**src/rtl/ann_pkg.sv**
```systemverilog
// Shared types and helpers for the neuron datapath arithmetic blocks.
package ann_pkg;

    typedef enum logic [1:0] {
        IDLE = 2'd0,
        CALC = 2'd1,
        DONE = 2'd2
    } mult_state_e;

    function automatic int prod_width(input int width);
        return 2 * width;
    endfunction

endpackage

```
**src/rtl/mult_sign_fix.sv**
```systemverilog
// Combinational conditional two's-complement negate, used for |x| at the
// operand inputs and for restoring the product sign at the output.
module mult_sign_fix #(
    parameter int W = 8
) (
    input  logic [W-1:0] x,
    input  logic         neg,
    output logic [W-1:0] y
);

    // Negating 100..0 yields 100..0, which is the correct magnitude when the
    // result is read as unsigned.
    always_comb begin
        y = neg ? (~x + W'(1)) : x;
    end

endmodule

```
**src/rtl/seq_mult_unit.sv**
```systemverilog
// Iterative radix-2 shift-add multiplier with signed/unsigned mode, valid/ready
// handshakes on both sides and a fixed WIDTH-cycle latency.
module seq_mult_unit
    import ann_pkg::*;
#(
    parameter int WIDTH = 8
) (
    input  logic                 clk,
    input  logic                 rst_n,
    input  logic                 in_valid,
    output logic                 in_ready,
    input  logic [WIDTH-1:0]     a,
    input  logic [WIDTH-1:0]     b,
    input  logic                 is_signed,
    output logic                 out_valid,
    input  logic                 out_ready,
    output logic [2*WIDTH-1:0]   p,
    output logic                 busy
);

    localparam int PW = prod_width(WIDTH);
    localparam int CW = $clog2(WIDTH) + 1;

    mult_state_e     state_q, state_d;
    logic [WIDTH-1:0] mag_a_q, mag_a_d;
    logic [WIDTH-1:0] mag_b_q, mag_b_d;
    logic            neg_q, neg_d;
    logic [PW-1:0]   acc_q, acc_d;
    logic [CW-1:0]   cnt_q, cnt_d;
    logic [PW-1:0]   p_q, p_d;

    logic [WIDTH-1:0] abs_a, abs_b;
    logic [PW-1:0]   addend, acc_sum, acc_signed;

    mult_sign_fix #(.W(WIDTH)) u_abs_a (
        .x   (a),
        .neg (is_signed & a[WIDTH-1]),
        .y   (abs_a)
    );

    mult_sign_fix #(.W(WIDTH)) u_abs_b (
        .x   (b),
        .neg (is_signed & b[WIDTH-1]),
        .y   (abs_b)
    );

    always_comb begin
        addend  = mag_b_q[0] ? (PW'(mag_a_q) << cnt_q) : '0;
        acc_sum = acc_q + addend;
    end

    // The final partial product is folded in before the sign is applied, so p
    // is loaded directly from this cycle's sum.
    mult_sign_fix #(.W(PW)) u_neg_p (
        .x   (acc_sum),
        .neg (neg_q),
        .y   (acc_signed)
    );

    always_comb begin
        state_d = state_q;
        mag_a_d = mag_a_q;
        mag_b_d = mag_b_q;
        neg_d   = neg_q;
        acc_d   = acc_q;
        cnt_d   = cnt_q;
        p_d     = p_q;
        case (state_q)
            IDLE: begin
                if (in_valid) begin
                    mag_a_d = abs_a;
                    mag_b_d = abs_b;
                    neg_d   = is_signed & (a[WIDTH-1] ^ b[WIDTH-1]);
                    acc_d   = '0;
                    cnt_d   = '0;
                    state_d = CALC;
                end
            end
            CALC: begin
                acc_d   = acc_sum;
                mag_b_d = mag_b_q >> 1;
                cnt_d   = cnt_q + CW'(1);
                if (cnt_q == CW'(WIDTH - 1)) begin
                    p_d     = acc_signed;
                    state_d = DONE;
                end
            end
            DONE: begin
                if (out_ready) begin
                    state_d = IDLE;
                end
            end
            default: state_d = IDLE;
        endcase
    end

    always_ff @(posedge clk or negedge rst_n) begin
        if (!rst_n) begin
            state_q <= IDLE;
            mag_a_q <= '0;
            mag_b_q <= '0;
            neg_q   <= 1'b0;
            acc_q   <= '0;
            cnt_q   <= '0;
            p_q     <= '0;
        end else begin
            state_q <= state_d;
            mag_a_q <= mag_a_d;
            mag_b_q <= mag_b_d;
            neg_q   <= neg_d;
            acc_q   <= acc_d;
            cnt_q   <= cnt_d;
            p_q     <= p_d;
        end
    end

    always_comb begin
        in_ready  = (state_q == IDLE);
        out_valid = (state_q == DONE);
        busy      = (state_q != IDLE);
        p         = p_q;
    end

endmodule

```
**config.mk**
```make
export PLATFORM = sky130hd
export DESIGN_NAME = seq_mult_unit
export DESIGN_NICKNAME = d
export VERILOG_FILES = /design/src/rtl/ann_pkg.sv /design/src/rtl/mult_sign_fix.sv /design/src/rtl/seq_mult_unit.sv
export SDC_FILE = /design/constraint.sdc
export NUM_CORES = 1
export LEC_CHECK = 0
export ABC_AREA = 1
export ABC_CLOCK_PERIOD_IN_PS = 2800
export CAP_MARGIN = 30
export CORE_UTILIZATION = 45
export DETAILED_ROUTE_END_ITERATION = 8
export GPL_TIMING_DRIVEN = 0
export PLACE_DENSITY = 0.72
export SYNTH_ARGS = -nofsm -noshare
export SYNTH_HDL_FRONTEND = slang
export SYNTH_SLANG_ARGS = --single-unit
```
**constraint.sdc**
```tcl
create_clock -name clk -period 2.8 [get_ports clk]
set_clock_uncertainty 0.15 [all_clocks]
set_input_delay 0.56 -clock clk [delete_from_list [all_inputs] [get_ports clk]]
set_output_delay 0.56 -clock clk [all_outputs]
set_load 0.1 [all_outputs]
```
# ---- After elaboration in Yosys (flattened, before gate mapping)
# Cells that the tools add are included.
dict set report word_totals {
  regBits 55
  latchBits 0
  ram_bits 0
  rom_bits 0
  input_bits 21
  output_inout_bits 19
  n_memories 0
}
dict set report op_classes {
  addsub 5
  n_mul 0
  div 0
  magnitude_cmp 0
  n_eq_ne 6
  n_shift 1
  n_mux 14
  bitwise 7
  reduce_logical 7
}
# op count
set op_table {}
lappend op_table {{two-way mux 16 bit} 3}
lappend op_table {{one-hot mux 16 bit (2 select lines)} 1}
lappend op_table {{two-way mux 8 bit} 3}
lappend op_table {{adder 16 x 1 -> 16 bit (second input constant)} 1}
lappend op_table {{adder 16 bit} 1}
lappend op_table {{adder 8 x 1 -> 8 bit (second input constant)} 2}
lappend op_table {{inverter 16 bit} 1}
lappend op_table {{inverter 8 bit} 2}
lappend op_table {{one-hot mux 8 bit (2 select lines)} 1}
lappend op_table {{left shift 8 x 4 -> 16 bit} 1}
lappend op_table {{one-hot mux 4 bit (2 select lines)} 1}
lappend op_table {{two-way mux 2 bit} 3}
lappend op_table {{one-hot mux 2 bit (3 select lines)} 1}
lappend op_table {{AND reduction 2 bit} 3}
lappend op_table {{adder 4 x 1 -> 4 bit (second input constant)} 1}
lappend op_table {{== test 4 x 3 -> 1 bit (second input constant)} 1}
lappend op_table {{two-way mux 4 bit} 1}
lappend op_table {{inequality test 2 bit (second input constant)} 2}
lappend op_table {{nonzero test 2 bit} 2}
lappend op_table {{AND 1 bit} 3}
lappend op_table {{AND reduction 3 bit} 1}
lappend op_table {{== test 2 x 1 -> 1 bit (second input constant)} 1}
lappend op_table {{== test 2 bit (second input constant)} 1}
lappend op_table {{zero test 2 bit} 1}
lappend op_table {{2 further kinds} 2}

# ---- Longest topological paths before layout
# Gate-level depths: netlist (run 1).
dict set report depth {
  ltp_word 6
  ltp_mapped 26
  depth_no_buf 24
}

# ---- Cells and area by module
# From an unflattened synthesis (run 1), not the netlist that was laid out.
dict set report hier_totals {
  cells_unflattened 607
  area_unflattened_um2 4344.2
}
# mod instances cells_per_inst area_per_inst_um2
set modules_own_cells {}
lappend modules_own_cells {seq_mult_unit 1 440 3505.9}
lappend modules_own_cells {{mult_sign_fix at u_neg_p} 1 89 447.9}
lappend modules_own_cells {{mult_sign_fix at u_abs_a ...} 2 39 195.2}

# ---- Worst setup path before layout (run 1)
# No wires, ideal clock.
dict set report synth_path {
  path_type {register to output}
  from {register state_q[0]}
  to {output port busy}
  t_arrival_ps 2677
  required_ps 2090
  setup_slack_ps -587
  path_stages_with_launch 3
  cell_sequence {dfrtp_1 nor2_1 inv_1}
}
dict set report synth_between {
  elab_chain_cells 1
}
# element line
set synth_rtl {}
lappend synth_rtl {{from (decl)} seq_mult_unit.sv:24} ;# mult_state_e state_q, state_d;
lappend synth_rtl {{from (signal assigned)} seq_mult_unit.sv:107} ;# state_q <= state_d;
lappend synth_rtl {{nonzero test 2 bit} seq_mult_unit.sv:120} ;# busy = (state_q != IDLE);
lappend synth_rtl {{to (decl)} seq_mult_unit.sv:18} ;# output logic busy
# Every way passes these cells.

# ---- Worst setup path in the final report (run 1)
dict set report layout_path {
  from {register cnt_q[0]}
  to {register p_q[15], in the netlist p[15]}
}
dict set report layout_between {
  elab_chain_cells 6
  elab_cells_between_ends 8
  classes_between {add/sub (2); eq/ne (1); shift (1); mux (2); bitwise (1); reduce/logical (1)}
}
# element line
set layout_rtl {}
lappend layout_rtl {{from (decl)} seq_mult_unit.sv:29} ;# logic [CW-1:0] cnt_q, cnt_d;
lappend layout_rtl {{from (signal assigned)} seq_mult_unit.sv:112} ;# cnt_q <= cnt_d;
lappend layout_rtl {{left shift 8 x 4 -> 16 bit} seq_mult_unit.sv:48} ;# addend = mag_b_q[0] ? (PW'(mag_a_q) << cnt_q) : '0;
lappend layout_rtl {{two-way mux 16 bit} seq_mult_unit.sv:48}
lappend layout_rtl {{adder 16 bit} seq_mult_unit.sv:49} ;# acc_sum = acc_q + addend;
lappend layout_rtl {{inverter 16 bit} mult_sign_fix.sv:14} ;# y = neg ? (~x + W'(1)) : x;
lappend layout_rtl {{adder 16 x 1 -> 16 bit} mult_sign_fix.sv:14}
lappend layout_rtl {{two-way mux 16 bit} mult_sign_fix.sv:14}
lappend layout_rtl {{to (signal assigned)} seq_mult_unit.sv:113} ;# p_q <= p_d;
lappend layout_rtl {{to (decl)} seq_mult_unit.sv:30} ;# logic [PW-1:0] p_q, p_d;
# Parallel ways exist; a longest one is shown, timed or not.
# A chain may end at the register's enable or synchronous reset.

==> qor.txt, run 1 <==
Status: complete, but fails checks
Violated checks: negative setup slack
Crit path max fanout: 6
Share of layout cells above drive strength 1: 27.8%
Pre-antenna DRT Iters: 5
Area Overhead vs Synth: 34.9%
ANT nets after route: 0
Commonest non-fill, non-tap cells in the layout: 146 x nand2_1, 66 x inv_1, 52 x dfrtp_1, 48 x nand2_2, 39 x nor2_1
Slew of the pin with the lowest slew margin: 984 ps
ANT cells: 0
Clk buf depth: 2
Arrival time worst endpoint: 3280 ps
GRT overflow: 0
Slew headroom: 34.2%
Sequential cell area fraction in the yosys report: 33.3%
Number of global-route vias before repair: 4177
CTS Sinks: 55
HPWL after detailed placement: 8.70 mm
Clk Latency, worst-skew pair: 320 ps
Post-synth top flop: dfrtp_1
Ys async rst share: 100%
Die Ht: 97.9 um
DRT iter0 DRCs: 261
Commonest non-fill, non-tap cell in the layout: nand2_1
H-tree levels: 2
Final Cell Area: 5580 um^2
Worst Path Class, Setup: flip-flop to flip-flop
Tot GR Track Use: 25.5%
Port Buffer Count: 39
Worst hold path class: input pin to asynchronous set/reset pin
Critical Path End Type: flip-flop
Row cnt: 34
RSZ-0062 raised after global routing: yes
Mapped cell area: 4140 um^2
Clock Pin Slew Worst Setup and Hold Paths: 110 ps
Setup TNS: -3640 ps
Post-Synthesis Cells: 608
R2R depth: 26
Post-synth EDFFs: 0
Yosys reg bits: 55
I/O pin cnt: 40
Residual DRC: 0
Clock Tree Root: clkbuf_8
CP Launch Type: flip-flop
Vias per cell: 5.46
Fmax: 315 MHz
First-pass GRT wire length: 19.5 mm
Core Footprint: 8810 um^2
Syn Nets: 649
Final hold vios: 0
Required time worst endpoint: 2900 ps
Routed len/inst: 15.3 um
Mapped Avg Cell Area: 6.80 um^2
Fin crit period: 3180 ps
Final WS setup: -377 ps
Number of library cell types mapped by synthesis: 42
Cts bufs inserted: 5
Width of the die: 97.9 um
Largest net degree at the start of global routing: 33
Hold buffers post-CTS: 0
Post-layout nets: 734
Vias: 4380
Slew Viols, Final: 0
Initial Util: 47.0%
Number of max-cap violations: 0
Die ar.: 9580 um^2
Antenna violations before repair: 0
Number of fill cells in the layout: 734
Ys Warns: 0
Tcrit/Tclk final: 113%
Count of final setup violators: 18
Dpl cell area: 4710 um^2
TritonCTS clock tree: yes
Global placement routability congestion: 0.922
DRT Wirelength: 12.3 mm
-- synth_stat cells, types with 2 or more instances --
master | number | area, um^2
a32o_1 | 2 | 20.0
o21ai_2 | 2 | 17.5
nand2_2 | 20 | 125
a31oi_1 | 5 | 31.3
buf_2 | 3 | 15.0
nand2_4 | 2 | 22.5
nor2_4 | 2 | 22.5
o31ai_1 | 4 | 30.0
nand4_1 | 5 | 31.3
nor3_1 | 6 | 30.0
nand3_1 | 33 | 165
o21ai_0 | 48 | 240
clkbuf_1 | 10 | 37.5
a22oi_1 | 5 | 37.5
nand3_2 | 4 | 40.0
o32ai_1 | 2 | 17.5
o22ai_1 | 6 | 37.5
inv_1 | 78 | 293
a21oi_1 | 16 | 80.1
nand2_1 | 180 | 676
inv_2 | 3 | 11.3
o21ai_1 | 3 | 15.0
nor2_1 | 58 | 218
and2_1 | 2 | 12.5
xnor2_1 | 9 | 78.8
ha_1 | 19 | 238
xor2_1 | 10 | 87.6
nand3b_1 | 2 | 15.0
dfrtp_1 | 55 | 1380
o211ai_1 | 2 | 15.0
-- critical path: stages (launching register included) --
cell and delay [ps]:
dfrtp_2 470, inv_4 80, buf_6 120, nand2_2 50, o21ai_2 70, nor2_2 80
nand2_2 100, nor2_2 60, o31ai_2 290, inv_1 130, ha_4 270, buf_6 130
nand2_4 70, inv_2 40, nand2_2 70, nand2_4 60, a21oi_4 150, nand2_2 70
nand2_1 80, nand2_2 80, nor2_1 110, nand2_1 50, nand2_1 70, nand2_1 50
nand2_1 50, nand3_1 80, nand2_1 80
-- area by class of cell --
type | instances | area [um^2] | share of cell area, %
multi-input combinational | 456 | 2850 | 51.0
sequential | 55 | 1380 | 24.7
timing repair buffer | 81 | 732 | 13.1
inverter | 82 | 310 | 5.56
tap | 108 | 135 | 2.42
clock buffer | 8 | 100 | 1.79
buffer | 12 | 76.3 | 1.37
-- what timing repair did --
| action | CTS | global route |
|---|---|---|
| pin swaps | 46 | 33 |
| buffers inserted | 30 | 10 |
| setup endpoints to repair | 21 | 24 |
| cloned | 1 | 0 |
| resized for setup | 91 | 54 |
| endpoints found under the hold margin | 0 | 0 |
-- state kept, by name, summed over array words and instances (netlist names) --
name	count
acc_q	16
p	16
mag_a_q	8
mag_b_q	8
cnt_q	4
state_q	2
neg_q	1
-- per-layer routing --
layer	global-route usage, %	share of wire (%)	wire length [um]
met1	34.4	44	5370
met2	42.6	47	5810
met3	3.22	5.9	720
met4	8.16	2.9	361
met5	0	0	0
-- cell families (layout without fill, tap and decap cells) --
family	Yosys count	in the layout	share of synthesized area, %
and+or+nand+nor	318	318	33.4
AOI/OAI and AO/OA	99	99	13.9
buffers and inverters	97	183	9.17
DFF	55	55	33.3
adders and majority gates	20	20	6.23
xor gates and xnor gates	19	19	4.02
-- metrics by stage --
stage	setup WS [ps]	util (%)	hold slack [ps]	std cells
floorplan	-177	-	114	608
global placement	-704	53.4	318	755
detailed placement	-604	53.5	323	756
CTS	-286	60.4	125	794
global route	-603	63.4	140	802
finish	-377	63.4	82.2	802
-- worst paths after layout --
check / from / endpoint / slack [ps]
worst max-delay path: cnt_q[0] / p[15] / -380
worst min-delay path: rst_n / cnt_q[3] / 80
worst max register to register: cnt_q[0] / p[15] / -380
worst min register to register: p[14] / p[14] / 340
max in group asynchronous: rst_n / cnt_q[0] / 1820
min in group clk: p[14] / p[14] / 340
Power of run 1 is not shown: default switching activity piles up to over one toggle a cycle in this logic, so the estimate is an artifact.
==> run 2, diff against run 1 <==
ABC_CLOCK_PERIOD_IN_PS = 3390   (was 2800)
PLACE_DENSITY = 0.69   (was 0.72)
clock period = 3.39 ns   (was 2.8 ns; I/O delays follow)
==> run 2 against run 1 <==
  * The run ends with design-rule violations left
  * Via count decreased by 6.2%
  * Critical path depth decreased by 7
  * Wire length decreased by 10%
  * Register-to-register slack improved by 520 ps
  * Global-route usage decreased by 2.1 points
  * Worst hold slack improved by 59 ps
  * Die area unchanged
  * Core utilization decreased by 4.7 points
  * Cell count decreased by 2.1%
  * First-iteration DRC count decreased by 2.3%
  * Setup slack improved by 520 ps
==> qor.txt, run 2 (synthesized netlist as in run 1, its figures left out) <==
Status: complete, but fails checks
Violated checks: design-rule violations
Setup TNS: 0 ps
Row cnt: 34
Commonest non-fill, non-tap cell in the layout: nand2_1
Slew of the pin with the lowest slew margin: 971 ps
Vias: 4107
Number of fill cells in the layout: 857
CP startpoint: cnt_q[0]
Critical Path End Type: flip-flop
Slowest-stage cell, CP: fa_1
Critical-path cell list: buf_6, inv_2, buf_6, nand2_2, nor2_4, nand2_2, nor2_4, ha_4, fa_1, inv_2, ha_1, a21boi_2, nand3_2, buf_4, buf_4, buf_4, nand2_1, xor2_1, o21ai_0
Global placement routability congestion: 0.936
Worst path bufs/invs: 7
Residual DRC: 2
Die ar.: 9580 um^2
Initial Util: 47.0%
ANT cells: 0
Reg2reg end: p[4]
Slew headroom: 35.1%
Number of max-cap violations: 0
First-pass GRT wire length: 18.0 mm
H-tree levels: 2
Width of the die: 97.9 um
Worst hold path class: input pin to asynchronous set/reset pin
Reg2reg setup slack: 140 ps
HPWL after detailed placement: 8.53 mm
Hold buffers post-CTS: 0
Clock Pin Slew Worst Setup and Hold Paths: 110 ps
Area of the multi-input gates: 2620 um^2
Port Buffer Count: 39
Tot GR Track Use: 23.4%
RSZ-0062 raised after global routing: yes
Vias per cell: 5.23
Crit path max fanout: 6
Arrival time worst endpoint: 3300 ps
Clock Tree Root: clkbuf_8
I/O pin cnt: 40
CP max stage delay: 440 ps
Pre-antenna DRT Iters: 6
Reg2reg start: cnt_q[0]
Clk buf depth: 2
R2R depth: 19
Slew Viols, Final: 0
Fin crit period: 3250 ps
CP Launch Type: flip-flop
Required time worst endpoint: 3440 ps
Antenna violations before repair: 0
Clk Latency, worst-skew pair: 320 ps
Largest net degree at the start of global routing: 38
Final hold slack: 141 ps
Cts bufs inserted: 5
Fmax: 308 MHz
DRT iter0 DRCs: 255
Core Footprint: 8810 um^2
FF/Latch Area: 1380 um^2
Routed len/inst: 14.0 um
Area Overhead vs Synth: 25.0%
Die Ht: 97.9 um
GRT overflow: 0
ANT nets after route: 0
Tcrit/Tclk final: 95.8%
Share of layout cells above drive strength 1: 18.8%
Final hold vios: 0
Post-layout nets: 717
DRT Wirelength: 11.0 mm
CTS Sinks: 55
TritonCTS clock tree: yes
Number of global-route vias before repair: 3963
Worst Path Class, Setup: flip-flop to flip-flop
Commonest non-fill, non-tap cells in the layout: 167 x nand2_1, 74 x inv_1, 54 x dfrtp_1, 45 x nor2_1, 43 x o21ai_0
Count of final setup violators: 0
Crit path top cell by count: buf_4
Worst path top cell family by delay: buffers and inverters
[run 2: changes by cell type in the layout (fill, tap and decap cells not counted), moves of 6 or more]
cell / delta
buf_4: -17
inv_1: +8
inv_2: -7
nand2_1: +21
nand2_2: -16
nor2_1: +6
o21ai_0: +7
[run 2: final cells by class]
cell class | count | area share [%]
repair buffers | 62 | 10.9
well taps | 108 | 2.61
clock buffers | 5 | 1.33
clock inverters | 3 | 0.460
multi-input cells | 456 | 50.6
inverters | 82 | 5.95
flip-flops and latches | 55 | 26.6
plain buffers | 14 | 1.48
[run 2: worst max-delay path by stage]
stage	endpoint	slack [ps]	cells past startpoint
floorplan	p[10]	330	20
global placement	mag_b_q[7]	-230	1
detailed placement	p[15]	-270	21
CTS	p[15]	10	20
global route	p[12]	-60	22
finish	p[4]	140	19
[run 2: repair_timing]
item                       in CTS  in global routing
gates cloned                    0                  1
resized for setup              11                 63
setup endpoints to repair      10                  9
hold endpoints to repair        0                  0
pin swaps                       5                 25
buffers inserted                6                 15
[run 2: layer usage]
layer	wire [um]	vias to the layer above	share of wire [%]	global-route usage, %
met5	0	-	0	0
met4	266	0	2.4	7.69
met3	273	20	2.5	2.58
met2	5630	75	51	42.8
met1	4810	1923	44	28.6
li1	-	2089	-	-
[run 2: worst register-to-register path: cells and delay by family, from the launching register on]
kind	cells	cell delay, ps
and+or+nand+nor	6	580
AOI/OAI and AO/OA	2	280
DFF	1	400
buffers and inverters	7	800
xor gates and xnor gates	1	170
adders and majority gates	3	750
[run 2: through the flow]
stage                     cells  setup WS, ps  area, um^2  util, %
after floorplan             608           332        4140        -
after global placement      755          -235        4660     53.0
after detailed placement    756          -267        4680     53.1
after CTS                   769          11.6        4840     55.0
after global routing        785         -62.1        5170     58.7
final                       785           143        5170     58.7
Power of run 2 is left out for the same reason.
==> run 3, diff against run 2 <==
ABC_AREA = unset   (was 1)
PLACE_DENSITY = 0.7   (was 0.69)
==> run 3 against run 2 <==
  * The flow finishes with violations (negative setup slack)
  * Die area fell by 4.9%
  * Wire length fell by 7.3%
  * Fmax fell by 17%
  * Area after synthesis fell by 5.0%
  * Final area rose by 3.5%
  * Setup slack got worse by 680 ps
  * Via count fell by 11%
  * Flip-flop and latch count did not move
  * Critical path depth fell by 5
  * Critical endpoint is now p[14]
==> qor.txt, run 3 <==
Status: complete, but fails checks
Violated checks: negative setup slack
Top post-synthesis cells by area: dfrtp_1 35%, o21ai_0 7.4%, nand2_1 6.6%, ha_1 6.1%, xnor2_1 6.0%
Global placement routability congestion: 0.849
Area Overhead vs Synth: 36.1%
Mapped Avg Cell Area: 8.52 um^2
DRT iter0 DRCs: 127
Post-Synthesis Cells: 461
Clock Tree Root: clkbuf_8
Residual DRC: 0
Area share of the largest cell type after synthesis: 35.0%
Tot GR Track Use: 23.1%
Commonest non-fill, non-tap cells in the layout: 65 x nand2_1, 53 x dfrtp_1, 40 x o21ai_0, 38 x clkdlybuf4s50_1, 32 x buf_4
Arrival time worst endpoint: 3980 ps
Largest net degree at the start of global routing: 38
Clock Pin Slew Worst Setup and Hold Paths: 100 ps
ANT cells: 0
Worst path bufs/invs: 1
Post-synth EDFFs: 0
TritonCTS clock tree: yes
HPWL after detailed placement: 7.22 mm
Vias: 3665
Clk buf depth: 2
Hold buffers post-CTS: 0
Width of the die: 95.4 um
Final WS setup: -533 ps
Critical Path End Type: flip-flop
Post-layout nets: 585
Worst hold path class: input pin to asynchronous set/reset pin
Slowest-stage cell, CP: or4_4
Worst Path Class, Setup: flip-flop to flip-flop
Port Buffer Count: 39
Number of library cell types mapped by synthesis: 57
Vias per cell: 5.66
Ys Warns: 0
Slew of the pin with the lowest slew margin: 963 ps
Critical-path cell list: buf_8, mux2i_2, mux2_4, mux2i_2, nor2b_4, ha_4, a21o_1, a31o_4, o211a_4, or4_4, a211o_4, o31ai_4, xnor2_1, mux2_2
Clk Latency, worst-skew pair: 310 ps
Sequential cell area fraction in the yosys report: 35.0%
Area leader, netlist: dfrtp_1
Antenna violations before repair: 0
Syn Nets: 502
Row cnt: 33
Die Ht: 95.4 um
Yosys reg bits: 55
Crit path top cell by count: mux2i_2
Top cells by count, synth: 69 x nand2_1, 58 x o21ai_0, 55 x dfrtp_1, 27 x xnor2_1, 25 x nand3_1
H-tree levels: 2
Required time worst endpoint: 3450 ps
Post-synth top flop: dfrtp_1
GRT overflow: 0
Core Footprint: 8340 um^2
Die ar.: 9110 um^2
Worst path top cell family by delay: compound AO/OA/AOI/OAI gates
Ys async rst share: 100%
CTS Sinks: 55
DRT Wirelength: 10.2 mm
CP Launch Type: flip-flop
Commonest non-fill, non-tap cell in the layout: nand2_1
Slew Viols, Final: 0
Routed len/inst: 15.7 um
Pre-antenna DRT Iters: 4
Initial Util: 47.1%
Slew headroom: 35.6%
First-pass GRT wire length: 16.1 mm
Count of final setup violators: 10
Final Cell Area: 5350 um^2
Most frequent cell after synthesis: nand2_1
CP max stage delay: 490 ps
RSZ-0062 raised after global routing: yes
Fmax: 255 MHz
Number of global-route vias before repair: 3479
Fin crit period: 3920 ps
Final hold vios: 0
Share of layout cells above drive strength 1: 23.9%
Number of max-cap violations: 0
Crit path max fanout: 8
Cts bufs inserted: 5
ANT nets after route: 0
Mapped cell area: 3930 um^2
Tcrit/Tclk final: 116%
I/O pin cnt: 40
Dpl cell area: 4560 um^2
[run 3: changes by cell type after synthesis, sizes merged, moves of 5 or more]
cell,delta
xnor2,+18
nand2,-133
nand2b,+9
nand3,-12
and2,+5
mux2,+8
xor2,+5
clkbuf,+11
o21ai,+7
inv,-71
nor2,-37
mux2i,+10
nor2b,+11
[run 3: layout make-up]
class / count / area (um^2)
flip-flops and latches: 55 / 1380
inverters: 10 / 37.5
repair buffers: 78 / 717
plain buffers: 23 / 138
clock buffers: 5 / 68.8
well taps: 105 / 131
multi-input cells: 371 / 2870
fillers: 705 / 2990
clock inverters: 1 / 7.51
[run 3: worst reg2reg max path: stages, from the launching register on]
cell and delay (ps):
dfrtp_1 410, buf_8 150, mux2i_2 150, mux2_4 290, mux2i_2 190, nor2b_4 200
ha_4 210, a21o_1 190, a31o_4 240, o211a_4 230, or4_4 490, a211o_4 370
o31ai_4 180, xnor2_1 100, mux2_2 270
[run 3: routing by layer]
layer	GRT usage [%]	part of all wire, %	vias to the layer above
met5	0	0	-
met4	6.22	2.1	0
met3	4.07	4.1	25
met2	43.0	52	96
met1	27.0	42	1743
li1	-	-	1801
[run 3: logic make-up after synthesis]
logic type | Yosys count | synth area share [%]
xor gates and xnor gates | 42 | 9.36
AOI/OAI and AO/OA | 120 | 19.4
muxes | 19 | 5.41
buffers and inverters | 35 | 3.63
and+or+nand+nor | 170 | 20.6
adders and majority gates | 20 | 6.56
DFF | 55 | 35.0
[run 3: worst paths after layout]
check / cells past startpoint / end / start / slack [ps]
worst max register to register: 14 / p[14] / cnt_q[1] / -530
worst min-delay path: 1 / p[3] / rst_n / 140
min in group clk: 2 / p[5] / p[5] / 330
worst max-delay path: 14 / p[14] / cnt_q[1] / -530
max in group asynchronous: 2 / mag_b_q[0] / rst_n / 2370
worst min register to register: 2 / p[5] / p[5] / 330
[run 3: repair_timing]
action	in CTS	in global routing
endpoints found under the setup margin	15	17
buffers inserted	22	16
gates resized for setup	42	62
cloned	0	0
pin swaps	13	25
[run 3: stage by stage]
stage	TNS (ps)	std cells	setup slack (ps)	util [%]	hold WS [ps]
2_1_floorplan	-1330	461	-345	-	232
3_3_place_gp	-15290	605	-619	54.5	311
3_5_place_dp	-4750	606	-673	54.7	319
4_1_cts	-2820	634	-513	59.9	151
5_1_grt	-5150	648	-672	64.1	159
6_report	-3220	648	-533	64.1	145
Power of run 3 is left out for the same reason.
